[src/rtl/stack_sequencer_pkg.sv]
// Shared types and codes for the stack sequencer and the memory stage it drives.
// Holds the state encoding, op encodings and the address/write-source select codes.
package stack_seq_pkg;

    typedef enum logic [3:0] {
        IDLE       = 4'd0,
        PUSH_R     = 4'd1,
        POP_R      = 4'd2,
        PUSH_FLAGS = 4'd3,
        PUSH_HI    = 4'd4,
        PUSH_LO    = 4'd5,
        POP_LO     = 4'd6,
        POP_HI     = 4'd7,
        LOAD_PC    = 4'd8,
        POP_FLAGS  = 4'd9
    } state_t;

    localparam logic [2:0] OP_PUSH = 3'b001;
    localparam logic [2:0] OP_POP  = 3'b010;
    localparam logic [2:0] OP_CALL = 3'b011;
    localparam logic [2:0] OP_RET  = 3'b100;
    localparam logic [2:0] OP_RTI  = 3'b101;

    localparam logic [1:0] SEL_SP     = 2'b10;
    localparam logic [1:0] WSRC_FLAGS = 2'b00;
    localparam logic [1:0] WSRC_PCHI  = 2'b01;
    localparam logic [1:0] WSRC_PCLO  = 2'b10;
    localparam logic [1:0] WSRC_REG   = 2'b11;

    // Beats that end a sequence; the chained-interrupt decision is taken here.
    function automatic logic is_done_beat(input state_t s);
        logic r;
        case (s)
            PUSH_R, POP_R, PUSH_LO, LOAD_PC, POP_FLAGS: r = 1'b1;
            default:                                    r = 1'b0;
        endcase
        return r;
    endfunction

endpackage

[src/rtl/stack_sequencer_if.sv]
// Request and memory-stage control bundle of the stack sequencer.
// master = sequencer side, slave = upstream/memory-stage side.
interface stack_sequencer_if;

    logic       op_valid;
    logic [2:0] op;
    logic       int_req;
    logic       busy;
    logic       done;
    logic       int_ack;
    logic       memory_read;
    logic       memory_write;
    logic       memory_push;
    logic       memory_pop;
    logic [1:0] memory_address_select;
    logic [1:0] memory_write_src_select;
    logic       pc_choose_memory;
    logic       interrupt;
    logic       flags_restore;

    modport master (
        input  op_valid, op, int_req,
        output busy, done, int_ack,
        output memory_read, memory_write, memory_push, memory_pop,
        output memory_address_select, memory_write_src_select,
        output pc_choose_memory, interrupt, flags_restore
    );

    modport slave (
        output op_valid, op, int_req,
        input  busy, done, int_ack,
        input  memory_read, memory_write, memory_push, memory_pop,
        input  memory_address_select, memory_write_src_select,
        input  pc_choose_memory, interrupt, flags_restore
    );

endinterface

[src/rtl/stack_sequencer.sv]
// Multi-cycle stack sequencer: splits PUSH/POP/CALL/RET/RTI and interrupt entry
// into 16-bit memory beats. All outputs decode registered state only.
module stack_sequencer
    import stack_seq_pkg::*;
(
    input  logic               clk,
    input  logic               reset,
    stack_sequencer_if.master  bus
);

    state_t state_r;
    state_t state_next_s;
    logic   int_pending_r;
    logic   int_pending_next_s;
    logic   rti_mode_r;
    logic   rti_mode_next_s;
    logic   int_mode_r;
    logic   int_mode_next_s;
    logic   irq_s;

    assign irq_s = bus.int_req | int_pending_r;

    // State and mode flops.
    always_ff @(posedge clk) begin
        if (reset) begin
            state_r       <= IDLE;
            int_pending_r <= 1'b0;
            rti_mode_r    <= 1'b0;
            int_mode_r    <= 1'b0;
        end else begin
            state_r       <= state_next_s;
            int_pending_r <= int_pending_next_s;
            rti_mode_r    <= rti_mode_next_s;
            int_mode_r    <= int_mode_next_s;
        end
    end

    // Next-state: interrupt beats any op in IDLE and chains directly after a done beat.
    always_comb begin
        state_next_s = state_r;
        case (state_r)
            IDLE: begin
                if (irq_s) begin
                    state_next_s = PUSH_FLAGS;
                end else if (bus.op_valid) begin
                    case (bus.op)
                        OP_PUSH:        state_next_s = PUSH_R;
                        OP_POP:         state_next_s = POP_R;
                        OP_CALL:        state_next_s = PUSH_HI;
                        OP_RET, OP_RTI: state_next_s = POP_LO;
                        default:        state_next_s = IDLE;
                    endcase
                end else begin
                    state_next_s = IDLE;
                end
            end
            PUSH_FLAGS: state_next_s = PUSH_HI;
            PUSH_HI:    state_next_s = PUSH_LO;
            POP_LO:     state_next_s = POP_HI;
            POP_HI:     state_next_s = rti_mode_r ? POP_FLAGS : LOAD_PC;
            PUSH_R, POP_R, PUSH_LO, LOAD_PC, POP_FLAGS:
                        state_next_s = irq_s ? PUSH_FLAGS : IDLE;
            default:    state_next_s = IDLE;
        endcase
    end

    // Pending interrupt and return-mode bookkeeping.
    always_comb begin
        int_pending_next_s = int_pending_r;
        rti_mode_next_s    = rti_mode_r;
        int_mode_next_s    = int_mode_r;
        if (state_next_s == PUSH_FLAGS) begin
            int_pending_next_s = 1'b0;
        end else if (bus.int_req && (state_r != IDLE)) begin
            int_pending_next_s = 1'b1;
        end else begin
            int_pending_next_s = int_pending_r;
        end
        if (state_next_s == IDLE) begin
            rti_mode_next_s = 1'b0;
            int_mode_next_s = 1'b0;
        end else if (state_next_s == PUSH_FLAGS) begin
            rti_mode_next_s = 1'b0;
            int_mode_next_s = 1'b1;
        end else if ((state_r == IDLE) && (state_next_s == POP_LO)) begin
            rti_mode_next_s = (bus.op == OP_RTI);
            int_mode_next_s = 1'b0;
        end else begin
            rti_mode_next_s = rti_mode_r;
            int_mode_next_s = int_mode_r;
        end
    end

    // Output decode of the registered state.
    always_comb begin
        bus.busy                    = (state_r != IDLE);
        bus.done                    = is_done_beat(state_r);
        bus.int_ack                 = 1'b0;
        bus.memory_read             = 1'b0;
        bus.memory_write            = 1'b0;
        bus.memory_push             = 1'b0;
        bus.memory_pop              = 1'b0;
        bus.memory_address_select   = 2'b00;
        bus.memory_write_src_select = 2'b00;
        bus.pc_choose_memory        = 1'b0;
        bus.interrupt               = 1'b0;
        bus.flags_restore           = 1'b0;
        case (state_r)
            PUSH_R: begin
                bus.memory_write            = 1'b1;
                bus.memory_push             = 1'b1;
                bus.memory_address_select   = SEL_SP;
                bus.memory_write_src_select = WSRC_REG;
            end
            PUSH_FLAGS: begin
                bus.memory_write            = 1'b1;
                bus.memory_push             = 1'b1;
                bus.memory_address_select   = SEL_SP;
                bus.memory_write_src_select = WSRC_FLAGS;
                bus.int_ack                 = 1'b1;
            end
            PUSH_HI: begin
                bus.memory_write            = 1'b1;
                bus.memory_push             = 1'b1;
                bus.memory_address_select   = SEL_SP;
                bus.memory_write_src_select = WSRC_PCHI;
            end
            PUSH_LO: begin
                bus.memory_write            = 1'b1;
                bus.memory_push             = 1'b1;
                bus.memory_address_select   = SEL_SP;
                bus.memory_write_src_select = WSRC_PCLO;
                bus.interrupt               = int_mode_r;
            end
            POP_R, POP_LO, POP_HI: begin
                bus.memory_read             = 1'b1;
                bus.memory_pop              = 1'b1;
                bus.memory_address_select   = SEL_SP;
            end
            LOAD_PC: begin
                bus.pc_choose_memory        = 1'b1;
            end
            POP_FLAGS: begin
                bus.memory_read             = 1'b1;
                bus.memory_pop              = 1'b1;
                bus.memory_address_select   = SEL_SP;
                bus.pc_choose_memory        = 1'b1;
                bus.flags_restore           = 1'b1;
            end
            default: begin
                bus.int_ack                 = 1'b0;
            end
        endcase
    end

endmodule

[src/flat_wrapper.sv]
// flat-port wrapper written by rule: the top's interface ports become plain ports
module stack_sequencer_flat import stack_seq_pkg::*;
  (clk, reset, bus_op_valid, bus_op, bus_int_req, bus_busy, bus_done, bus_int_ack, bus_memory_read, bus_memory_write, bus_memory_push, bus_memory_pop, bus_memory_address_select, bus_memory_write_src_select, bus_pc_choose_memory, bus_interrupt, bus_flags_restore);
  stack_sequencer_if bus_i ();
  input  logic clk;
  input  logic reset;
  input wire logic [$bits(bus_i.op_valid)-1:0] bus_op_valid;
  input wire logic [$bits(bus_i.op)-1:0] bus_op;
  input wire logic [$bits(bus_i.int_req)-1:0] bus_int_req;
  output wire logic [$bits(bus_i.busy)-1:0] bus_busy;
  output wire logic [$bits(bus_i.done)-1:0] bus_done;
  output wire logic [$bits(bus_i.int_ack)-1:0] bus_int_ack;
  output wire logic [$bits(bus_i.memory_read)-1:0] bus_memory_read;
  output wire logic [$bits(bus_i.memory_write)-1:0] bus_memory_write;
  output wire logic [$bits(bus_i.memory_push)-1:0] bus_memory_push;
  output wire logic [$bits(bus_i.memory_pop)-1:0] bus_memory_pop;
  output wire logic [$bits(bus_i.memory_address_select)-1:0] bus_memory_address_select;
  output wire logic [$bits(bus_i.memory_write_src_select)-1:0] bus_memory_write_src_select;
  output wire logic [$bits(bus_i.pc_choose_memory)-1:0] bus_pc_choose_memory;
  output wire logic [$bits(bus_i.interrupt)-1:0] bus_interrupt;
  output wire logic [$bits(bus_i.flags_restore)-1:0] bus_flags_restore;
  assign bus_i.op_valid = bus_op_valid;
  assign bus_i.op = bus_op;
  assign bus_i.int_req = bus_int_req;
  assign bus_busy = bus_i.busy;
  assign bus_done = bus_i.done;
  assign bus_int_ack = bus_i.int_ack;
  assign bus_memory_read = bus_i.memory_read;
  assign bus_memory_write = bus_i.memory_write;
  assign bus_memory_push = bus_i.memory_push;
  assign bus_memory_pop = bus_i.memory_pop;
  assign bus_memory_address_select = bus_i.memory_address_select;
  assign bus_memory_write_src_select = bus_i.memory_write_src_select;
  assign bus_pc_choose_memory = bus_i.pc_choose_memory;
  assign bus_interrupt = bus_i.interrupt;
  assign bus_flags_restore = bus_i.flags_restore;
  stack_sequencer u_core (.clk(clk), .reset(reset), .bus(bus_i));
endmodule
[config.mk]
export PLATFORM = sky130hd
export DESIGN_NAME = stack_sequencer_flat
export DESIGN_NICKNAME = d
export VERILOG_FILES = /design/src/rtl/stack_sequencer_pkg.sv /design/src/rtl/stack_sequencer_if.sv /design/src/rtl/stack_sequencer.sv /design/src/flat_wrapper.sv
export SDC_FILE = /design/constraint.sdc
export NUM_CORES = 1
export LEC_CHECK = 0
export BUFFER_PORTS_ARGS = -buffer_cell sky130_fd_sc_hd__buf_4
export CORE_UTILIZATION = 35
export DETAILED_ROUTE_END_ITERATION = 12
export GPL_TIMING_DRIVEN = 0
export PLACE_DENSITY_LB_ADDON = 0.2
export SYNTH_ARGS = -nofsm -noshare
export SYNTH_HDL_FRONTEND = slang
export SYNTH_SLANG_ARGS = --single-unit
[constraint.sdc]
create_clock -name clk -period 3.7 [get_ports clk]
set_clock_uncertainty 0.1 [all_clocks]
set_input_delay 0.185 -clock clk [delete_from_list [all_inputs] [get_ports clk]]
set_output_delay 0.185 -clock clk [all_outputs]
set_load 0.02 [all_outputs]
==> qor.txt <==
Syn nets: 87
Die height: 46.5 um
Nets: 111
Largest net degree at the start of global routing: 11
Later-pin clock latency in the skew report: 0.25 ns
Status: completed
Slowest-stage cell, CP: dfxtp_1
Register area share after synthesis: 0.202
Final worst-path setup slack: 1.78 ns
Synth async-reset ratio: 0
Clock root cell: clkbuf_4
Initial antenna violation count: 0
CTS Buffer Depth: 2
Cell area after layout: 893 um^2
Clk sinks: 7
Max cap viols: 0
Worst EP arrival: 1.64 ns
Netlist Area Pre-Place: 693 um^2
Total Neg Setup Slack: 0 ns
Site Rows: 15
CP Class: reg2out
Commonest cells in the netlist: 8 x nor2_1, 7 x dfxtp_1, 5 x a21oi_1
Post-layout min period: 1.92 ns
RR Startpoint: u_core.state_r[2]$_SDFF_PP0_
Fmax: 0.520 GHz
Core area: 1780 um^2
Antenna cell count: 0
Fin crit share: 0.520
Vias: 648
PortBufs: 19
First-pass GRT wire length: 2420 um
TritonRoute pass-1 iters: 4
Horiz. Die Dim: 46.5 um
Synth Register Bits: 7
DRC Markers: 0
Die area: 2160 um^2
Startpoint Class: register
Post-DP HPWL: 1180 um
Cell taking the most area after synthesis: dfxtp_1
Post-CTS setup buffers: 0
Crit Path Max Fanout: 10
Synth top area share: 0.202
Total GRT Usage: 0.161
Hold buffers post-CTS: 0
Layout cells sized above 1: 0.437
Synth unique cells: 42
Hold Crit Start: reset
Setup crit end kind: output pin
Top-count cell post-synth: nor2_1
RSZ-0062 raised after global routing: no
Ranking of synthesized cells by area: dfxtp_1 20%, buf_6 4.9%, nor2_1 4.3%, o32ai_4 4.0%, a21oi_1 3.6%
CTS tree: yes
Vias in the first global route: 556
Fillers: 179
Leak Pwr: 0.379 nW
WL final: 1510 um
Post-synth EDFFs: 0
CP dominant cell by count: buf_4
Area grow syn2layout: 28.9%
Slew Limit Fails: 0
Synth Instances: 80
Final Hold Viols: 0
Yosys warns: 0
Critical path launch point: u_core.state_r[0]$_SDFF_PP0_
HP Class: in2reg
Slowest Stage Delay on Critical Path: 0.36 ns
PD cells: 424 nW/um^2
Htree depth: 1
Mean routed wirelength per cell: 11.8 um
CTS-repair resized insts: 0
Avg Inst Size Synth: 8.66 um^2
Reg2reg setup slack: 1.93 ns
Peak supply drop: 259 uV
Overflow after GRT: 0
TritonCTS Buffers: 3
Ys flop type: dfxtp_1
# setup viols final: 0
Initial drt markers: 9
Vias/cell: 5.06
Io pins: 21
CP cell instances: buf_6, nor2b_1, nor2_1, a21o_2, buf_4, buf_4
Final Wtd Congestion: 0.747
Post-place instance area: 867 um^2
Routed Antenna Nets: 0
WP data required: 3.41 ns
Reg clk slew, reported paths: 0.06 ns
Initial Util: 0.389
DP Worst Slack: 1.94 ns
==> worst paths after layout <==
check / end / depth (start not counted)
min reg2reg: u_core.int_mode_r$_SDFFE_PP0P_ / 2
max reg2reg: u_core.int_mode_r$_SDFFE_PP0P_ / 6
max: bus_memory_read / 6
min: u_core.state_r[2]$_SDFF_PP0_ / 2
==> power breakdown <==
part / total, mW / switching [mW] / internal, mW
registers: 0.0939 / 0.00968 / 0.0842
logic: 0.215 / 0.112 / 0.102
clock network: 0.0702 / 0.0290 / 0.0412
total: 0.379 / 0.151 / 0.228
==> cell type report <==
cell class | instances | area (um^2) | area share
inverter | 3 | 11.3 | 0.0126
multi-input combinational | 62 | 477 | 0.534
tap | 25 | 31.3 | 0.0350
timing repair buffer | 19 | 143 | 0.160
clock buffer | 4 | 26.3 | 0.0294
sequential | 7 | 140 | 0.157
buffer | 8 | 65.1 | 0.0728
==> flip-flops by register name, summed over array words and instances (netlist names) <==
register / flops
u_core.int_mode_r: 1
u_core.int_pending_r: 1
u_core.state_r: 4
u_core.rti_mode_r: 1
==> kinds of logic (layout without fill, tap and decap cells) <==
| family | after synthesis | count (layout) | synth area share |
|---|---|---|---|
| AOI/OAI and AO/OA | 21 | 21 | 0.267 |
| xor gates and xnor gates | 1 | 1 | 0.0126 |
| buffers and inverters | 11 | 34 | 0.110 |
| DFF | 7 | 7 | 0.202 |
| muxes | 1 | 1 | 0.0144 |
| other | 1 | 1 | 0.00541 |
| and+or+nand+nor | 38 | 38 | 0.388 |
==> per-stage QoR <==
step                std cells  power, mW  utilization  hold WS [ns]
floorplan                  80      0.247            -         0.158
CTS                       128      0.382        0.501        0.0393
global route              128      0.403        0.501        0.0460
detailed placement        124      0.310        0.486         0.310
global placement          124      0.308        0.486         0.311
finish                    128      0.379        0.501        0.0419
==> layer usage <==
layer / vias to the layer above / track usage / share of wire
met1: 298 / 0.212 / 0.48
met2: 16 / 0.247 / 0.47
li1: 329 / - / -
met3: 5 / 0.0235 / 0.030
met5: - / 0 / 0
met4: 0 / 0.0882 / 0.021
==> worst max-delay path: cells and delay by family, from the launching register on <==
family                 cells  cell delay, ns
AOI/OAI and AO/OA          1            0.23
buffers and inverters      3            0.43
and+or+nand+nor            2            0.37
DFF                        1            0.36
==> placed cells by master (no fill, tap or decap), types with 2 or more instances in the layout <==
cell / n
clkbuf_1: 2
nor2b_1: 2
inv_1: 3
buf_4: 22
o21ai_0: 2
and3_1: 4
o21a_1: 2
buf_6: 3
a211oi_1: 3
o211ai_1: 2
clkbuf_4: 3
a21oi_1: 5
nand2_1: 4
dfxtp_1: 7
nand2b_1: 2
nor3_1: 2
nor2_1: 8
nor3b_1: 2
(Power assumes the default switching activity.)
